## config.mk

```make
export PLATFORM = sky130hd
export DESIGN_NAME = rv32_mod_decode_stage
export DESIGN_NICKNAME = d
export VERILOG_FILES = /design/src/rtl/rv32_mod_decode_stage.sv
export SDC_FILE = /design/constraint.sdc
export NUM_CORES = 1
export LEC_CHECK = 0
export CORE_MARGIN = 4
export CORE_UTILIZATION = 45
export DETAILED_ROUTE_END_ITERATION = 6
export PLACE_DENSITY = 0.78
export SLEW_MARGIN = 20
export SYNTH_ARGS = -nofsm -noshare
export SYNTH_HDL_FRONTEND = slang
export SYNTH_SLANG_ARGS = --single-unit
```

## constraint.sdc

```tcl
create_clock -name clk -period 3.7 [get_ports clk]
set_input_delay 0.37 -clock clk [delete_from_list [all_inputs] [get_ports clk]]
set_output_delay 0.37 -clock clk [all_outputs]
set_load 0.01 [all_outputs]
```

## src/rtl/rv32_mod_decode_stage.sv

```systemverilog
// rv32_mod_decode_stage
// Halfword alignment buffer plus a single-entry registered decode stage for
// RV32 instructions. Fetch beats of 32 bits are split into halfwords, which are
// reassembled at the buffer head into 16- or 32-bit instructions, decoded, and
// presented on a valid/ready output port.
//
// Build option: define RV32_DECODE_RVC_EN to enable the 16-bit (compressed)
// path. Without it, any head halfword whose low bits are not 2'b11 forms an
// illegal 32-bit instruction, and halfwords fetched from a misaligned pc
// (fetch_pc[1]=1) mark the instruction they belong to as illegal.
module rv32_mod_decode_stage #(
  parameter int BUF_HW   = 4,
  parameter int PC_WIDTH = 32
) (
  input  logic                clk,
  input  logic                rst,
  input  logic                fetch_valid,
  output logic                fetch_ready,
  input  logic [31:0]         fetch_data,
  input  logic [PC_WIDTH-1:0] fetch_pc,
  input  logic                flush,
  input  logic                dec_ready,
  output logic                dec_valid,
  output logic [31:0]         dec_instr,
  output logic [PC_WIDTH-1:0] dec_pc,
  output logic [4:0]          dec_rs1,
  output logic [4:0]          dec_rs2,
  output logic [4:0]          dec_rd,
  output logic [5:0]          dec_format,
  output logic [5:0]          dec_func,
  output logic                dec_is_mem,
  output logic                dec_is_compressed,
  output logic                dec_illegal
);

  localparam int PW = (BUF_HW > 1) ? $clog2(BUF_HW) : 1;
  localparam int CW = $clog2(BUF_HW + 1);

  // pointers wrap at BUF_HW, which need not be a power of two
  function automatic logic [PW-1:0] ptr_inc(input logic [PW-1:0] p);
    if (p == PW'(BUF_HW - 1)) return '0;
    else return p + PW'(1);
  endfunction

  logic [15:0]         hw_mem [BUF_HW];
  logic [BUF_HW-1:0]   hw_mis;
  logic [PW-1:0]       rd_ptr, wr_ptr;
  logic [PW-1:0]       rd_ptr1, wr_ptr1;
  logic [CW-1:0]       count;
  logic [PC_WIDTH-1:0] head_pc;

  logic                accept;
  logic [CW-1:0]       push_n, pop_n, need, cnt_after_pop;
  logic [15:0]         hw0, hw1;
  logic                head_is_c, head_complete, load;
  logic                head_mis;

  assign rd_ptr1 = ptr_inc(rd_ptr);
  assign wr_ptr1 = ptr_inc(wr_ptr);
  assign hw0     = hw_mem[rd_ptr];
  assign hw1     = hw_mem[rd_ptr1];

`ifdef RV32_DECODE_RVC_EN
  assign head_is_c = (hw0[1:0] != 2'b11);
  assign head_mis  = 1'b0;
`else
  assign head_is_c = 1'b0;
  assign head_mis  = hw_mis[rd_ptr] | hw_mis[rd_ptr1];
`endif

  assign fetch_ready   = !rst && !flush && (count <= CW'(BUF_HW - 2));
  assign accept        = fetch_valid && fetch_ready;
  assign push_n        = accept ? (fetch_pc[1] ? CW'(1) : CW'(2)) : '0;
  assign need          = head_is_c ? CW'(1) : CW'(2);
  assign head_complete = (count >= need);
  assign load          = head_complete && (!dec_valid || dec_ready) && !flush;
  assign pop_n         = load ? need : '0;
  assign cnt_after_pop = count - pop_n;

  // halfword storage; a misaligned beat contributes only its upper halfword
  always_ff @(posedge clk) begin
    if (accept) begin
      if (fetch_pc[1]) begin
        hw_mem[wr_ptr] <= fetch_data[31:16];
        hw_mis[wr_ptr] <= 1'b1;
      end else begin
        hw_mem[wr_ptr]  <= fetch_data[15:0];
        hw_mis[wr_ptr]  <= 1'b0;
        hw_mem[wr_ptr1] <= fetch_data[31:16];
        hw_mis[wr_ptr1] <= 1'b0;
      end
    end
  end

  // occupancy, pointers and head pc; a push into a buffer that is empty after
  // this cycle's pop re-seeds the head pc from the fetch address
  always_ff @(posedge clk) begin
    if (rst || flush) begin
      rd_ptr  <= '0;
      wr_ptr  <= '0;
      count   <= '0;
      head_pc <= '0;
    end else begin
      if (accept) wr_ptr <= fetch_pc[1] ? wr_ptr1 : ptr_inc(wr_ptr1);
      if (pop_n == CW'(1))      rd_ptr <= rd_ptr1;
      else if (pop_n == CW'(2)) rd_ptr <= ptr_inc(rd_ptr1);
      count <= cnt_after_pop + push_n;
      if (accept && cnt_after_pop == '0)
        head_pc <= fetch_pc;
      else if (load)
        head_pc <= head_pc + (head_is_c ? PC_WIDTH'(2) : PC_WIDTH'(4));
    end
  end

  logic [31:0] d_instr;
  logic [4:0]  d_rs1, d_rs2, d_rd, opc;
  logic [5:0]  d_fmt, d_func;
  logic [2:0]  f3;
  logic        d_mem, d_ill, d_c;

  // combinational decode of the instruction sitting at the buffer head
  always_comb begin
    d_instr = {hw1, hw0};
    opc     = d_instr[6:2];
    f3      = d_instr[14:12];
    d_fmt   = 6'b000000;
    d_ill   = 1'b0;
    d_c     = 1'b0;
    case (opc)
      5'b00100, 5'b00110, 5'b11001, 5'b00000, 5'b11100: d_fmt = 6'b010000;
      5'b01101, 5'b00101: d_fmt = 6'b000010;
      5'b01100:           d_fmt = 6'b100000;
      5'b11011:           d_fmt = 6'b000011;
      5'b11000:           d_fmt = 6'b001100;
      5'b01000:           d_fmt = 6'b001000;
      5'b00011:           d_fmt = 6'b000000;
      default:            d_ill = 1'b1;
    endcase
    if (d_instr[1:0] != 2'b11 || head_mis) d_ill = 1'b1;
    if (d_ill) d_fmt = 6'b000000;
    d_rs1  = d_fmt[1] ? 5'd0 : d_instr[19:15];
    d_rs2  = (d_fmt[1] || d_fmt[4]) ? 5'd0 : d_instr[24:20];
    d_rd   = d_fmt[3] ? 5'd0 : d_instr[11:7];
    d_func = {opc == 5'b11001, opc == 5'b01101,
              d_instr[30] && (!d_fmt[4] || f3 == 3'b101), f3};
    d_mem  = !d_ill && (opc == 5'b00000 || opc == 5'b01000);
    if (head_is_c) begin
      d_instr = {16'h0000, hw0};
      d_rs1   = 5'd0;
      d_rs2   = 5'd0;
      d_rd    = 5'd0;
      d_fmt   = 6'b000000;
      d_func  = 6'b000000;
      d_mem   = 1'b0;
      d_ill   = 1'b0;
      d_c     = 1'b1;
    end
  end

  // output register: load on free slot, hold under backpressure, drop on flush
  always_ff @(posedge clk) begin
    if (rst) begin
      dec_valid         <= 1'b0;
      dec_instr         <= '0;
      dec_pc            <= '0;
      dec_rs1           <= '0;
      dec_rs2           <= '0;
      dec_rd            <= '0;
      dec_format        <= '0;
      dec_func          <= '0;
      dec_is_mem        <= 1'b0;
      dec_is_compressed <= 1'b0;
      dec_illegal       <= 1'b0;
    end else if (flush) begin
      dec_valid <= 1'b0;
    end else if (load) begin
      dec_valid         <= 1'b1;
      dec_instr         <= d_instr;
      dec_pc            <= head_pc;
      dec_rs1           <= d_rs1;
      dec_rs2           <= d_rs2;
      dec_rd            <= d_rd;
      dec_format        <= d_fmt;
      dec_func          <= d_func;
      dec_is_mem        <= d_mem;
      dec_is_compressed <= d_c;
      dec_illegal       <= d_ill;
    end else if (dec_ready) begin
      dec_valid <= 1'b0;
    end
  end

endmodule

```

==> summary.txt <==
Placed design
  – Number of instances in the placed design: 1276
  – # port buffers: 163
  – DP Wirelength: 17300 um
  – Final weighted congestion in routability-driven placement: 0.850
  – Worst slack, placed: 0.450 ns

Synth
  – Async set-or-reset flop fraction in the synthesized netlist: 0
  – Yosys warning count: 0
  – XOR/XNOR share of the synthesized area: 0.0213
  – Basic-gate share of the synthesized area counting and, or, nand and nor cells: 0.161
  – Fraction of the mapped netlist area in compound gates: 0.108
  – Number of distinct library cell variants in the gate-level netlist after synthesis: 67
  – Summed instance area of the synthesized netlist: 9440 um2
  – Post-synthesis mux area share: 0.157
  – Post-Syn Instances: 890
  – Syn_nets: 970
  – Seq/Total Area, Yosys: 0.496
  – Adder-cell share of the synthesized area: 0.0154
  – Number of flip-flops and latches in the synthesized netlist: 200
  – Ys flop type: dfxtp_1
  – Average footprint of a synthesized cell: 10.6 um2
  – Post-synth EDFFs: 68
  – Dominant combinational cell family by area after synthesis: simple AND/OR/NAND/NOR gates

Die
  – Width of the chip: 153 um
  – Number of ports placed on the die boundary: 165
  – Die area: 23400 um2
  – Initial core utilization: 0.462
  – Core box area: 20400 um2
  – Number of placement rows: 52
  – Vertical extent of the die: 153 um

Worst setup path
  – Critical register-to-register path endpoint: head_pc[6]
  – Required time of the critical path: 4.03 ns
  – Nature of the critical path endpoint: register
  – Register-to-register setup slack: 0.81 ns
  – Kind of critical path: reg -> reg
  – Critical Path Most Common Cell: nor2_1
  – Cells traversed along the worst timing path: nor2_1 > or3_2 > inv_2 > ha_1 > nor2b_1 > nand4_1 > buf_4 > nor2_1 > a311oi_1
  – Startpoint class of the critical path: register
  – Max incr delay on CP: 0.48 ns
  – Number of cells on the worst reg-to-reg path: 9
  – Arrival time worst endpoint: 3.22 ns
  – Critical path buffer and inverter count: 2
  – Max FO, Critical Path: 30
  – Critical R2R Launch: count[2]
  – Crit path max-delay cell type: or3_2
  – Dominant delay contributor by cell family on the critical path: simple AND/OR/NAND/NOR gates
  – Critical path launch point: count[2]

Worst hold path
  – Hold path startpoint: rst
  – Worst hold path endpoint: dec_instr[19]
  – Number of cells on the worst hold path: 2
  – Path category of the worst min-delay check: in -> reg

Timing
  – Final period util: 0.780
  – Peak Freq: 346 MHz
  – Final worst-path setup slack: 0.813 ns
  – Setup TNS Final: 0 ns
  – Slew at the pin closest to its max-slew limit: 1.02 ns
  – Worst-case hold slack: 0.359 ns
  – Shortest period the worst path allows: 2.89 ns
  – Number of pins exceeding their max-slew limit in the final report: 0
  – Unrepaired setup endpoints after global routing: no
  – Final setup violation count: 0
  – Worst clock skew: 0.0128 ns
  – Final count of hold timing violations: 0
  – Headroom to the max-slew limit: 0.317

Route
  – DRC Markers: 0
  – DRT Wirelength: 25000 um
  – Via-to-Cell Ratio: 5.66
  – DRT Pass-1 Iters: 5
  – Count of routing violations after the opening detailed-route iteration: 542
  – Wire per inst: 19.1 um
  – Count of vias placed by the detailed router: 7405
  – Remaining number of nets flagged by the antenna check after routing: 0

Clocking
  – Number of buffers inserted by post-CTS setup repair: 0
  – Clk slew on worst S/H paths: 0.07 ns
  – CTS buffer count: 17
  – Clock latency on the worst-skew pair: 0.44 ns
  – Hold bufs inserted after CTS: 0
  – Number of H-tree branching levels: 4
  – TritonCTS clock tree: yes
  – Gates resized, CTS repair: 0
  – Max Root-Sink Buffers: 2
  – Clock sinks: 200
  – Root buffer cell: clkbuf_16

Global routing
  – Via count of the first global-routing pass: 7288
  – Overflow after GRT: 0
  – Number of antenna violations at the first check in global routing: 0
  – Global-route wire length before repair: 39600 um
  – Combined global-route utilization of all metal layers: 0.212
  – Pin count of the biggest net entering global routing: 73

Finish
  – Number of non-filler instances in the completed layout: 1308
  – Syn-to-layout area delta: 25.1%
  – Number of antenna repair diodes: 0
  – Share of layout cells above drive strength 1: 0.168
  – Fill cells: 1731
  – Final net count: 1105

Pwr
  – Total Power: 0.00445 W
  – Max rail drop VDD: 0.318 mV
  – Total power divided by cell area: 377 nW/um2
  – P_leak: 3.82 nW

Run
  – Count of max-cap constraint violations: 0

Status
  – Status: completed
-- metal layers --
metal,part of all wire,wire (um),global-route usage,vias to the layer above
met2,0.49,12300,0.356,263
met4,0.016,401,0.0518,0
met1,0.42,10600,0.281,3618
li1,-,-,-,3494
met3,0.069,1720,0.0472,30
met5,0,0,0,-
-- worst max-delay path by stage --
stage | to | slack (ns) | cells after the start
floorplan | head_pc[6] | 0.65 | 13
global placement | head_pc[1] | 0.55 | 9
detailed placement | head_pc[6] | 0.45 | 9
CTS | head_pc[6] | 0.83 | 9
global route | head_pc[3] | 0.55 | 9
finish | head_pc[6] | 0.81 | 9
-- registers in the layout, summed over array words and instances (netlist names), 3 cells and up, named ones only --
signal and flops:
hw_mem 64, hw_mis 4, dec_pc 32, dec_func 3, head_pc 32, dec_instr 32, dec_rs2 5, dec_rs1 5
dec_format 6, count 3, dec_rd 5
-- final cells by class --
type	instances	area [um2]	share of cell area
Timing Repair Buffer	183	1780	0.150
Clock buffer	20	478	0.0405
Inverter	15	56.3	0.00477
Sequential cell	200	4680	0.397
Clock inverter	12	101	0.00858
Multi-Input combinational cell	608	4380	0.370
Tap cell	270	338	0.0286
-- metrics by stage --
step / util / area (um2)
4_1_cts: 0.578 / 11800
3_5_place_dp: 0.550 / 11200
2_1_floorplan: - / 9440
5_1_grt: 0.578 / 11800
3_3_place_gp: 0.550 / 11200
6_report: 0.578 / 11800
-- worst reg2reg max path, stage by stage (launching register included) --
cell and delay, ns:
dfxtp_1 0.42, nor2_1 0.11, or3_2 0.48, inv_2 0.30
ha_1 0.31, nor2b_1 0.14, nand4_1 0.30, buf_4 0.38
nor2_1 0.08, a311oi_1 0.27
-- Yosys cell counts, types with 6 or more instances --
master | instances | share of area
ha_1 | 10 | 0.013
edfxtp_1 | 68 | 0.22
nand2_1 | 170 | 0.068
inv_1 | 14 | 0.0056
nand3_1 | 15 | 0.0080
mux2_2 | 64 | 0.076
buf_2 | 18 | 0.0095
nor3_1 | 10 | 0.0053
a211oi_1 | 23 | 0.018
mux4_2 | 34 | 0.081
a22o_1 | 8 | 0.0074
a21oi_1 | 83 | 0.044
buf_4 | 7 | 0.0056
dfxtp_1 | 132 | 0.28
nand4_1 | 15 | 0.0099
o21ai_0 | 13 | 0.0069
nor4_1 | 6 | 0.0040
nor2_1 | 50 | 0.020
clkbuf_1 | 36 | 0.014
xnor2_1 | 19 | 0.018
-- cell usage in the layout (no fill, tap or decap), drive strengths merged, types with 19 or more instances in the layout --
cell	n
clkdlybuf4s50	162
dfxtp	132
mux2	64
inv	23
clkbuf	20
a211oi	23
xnor2	19
buf	21
a21oi	83
nand2	170
mux4	34
nor2	51
edfxtp	68
-- cell families after synthesis --
| logic type | count (synthesis) |
|---|---|
| flops | 200 |
| xor+xnor | 23 |
| compound gates | 160 |
| mux | 98 |
| other cells | 1 |
| fa+ha+maj | 11 |
| buf+inv | 82 |
| simple gates | 315 |
-- power by group --
part	switching, W	internal (W)
registers	0.0000249	0.00230
clock network	0.000856	0.000959
logic	0.000154	0.000157
Note: power is estimated with default switching activity, not from simulation.
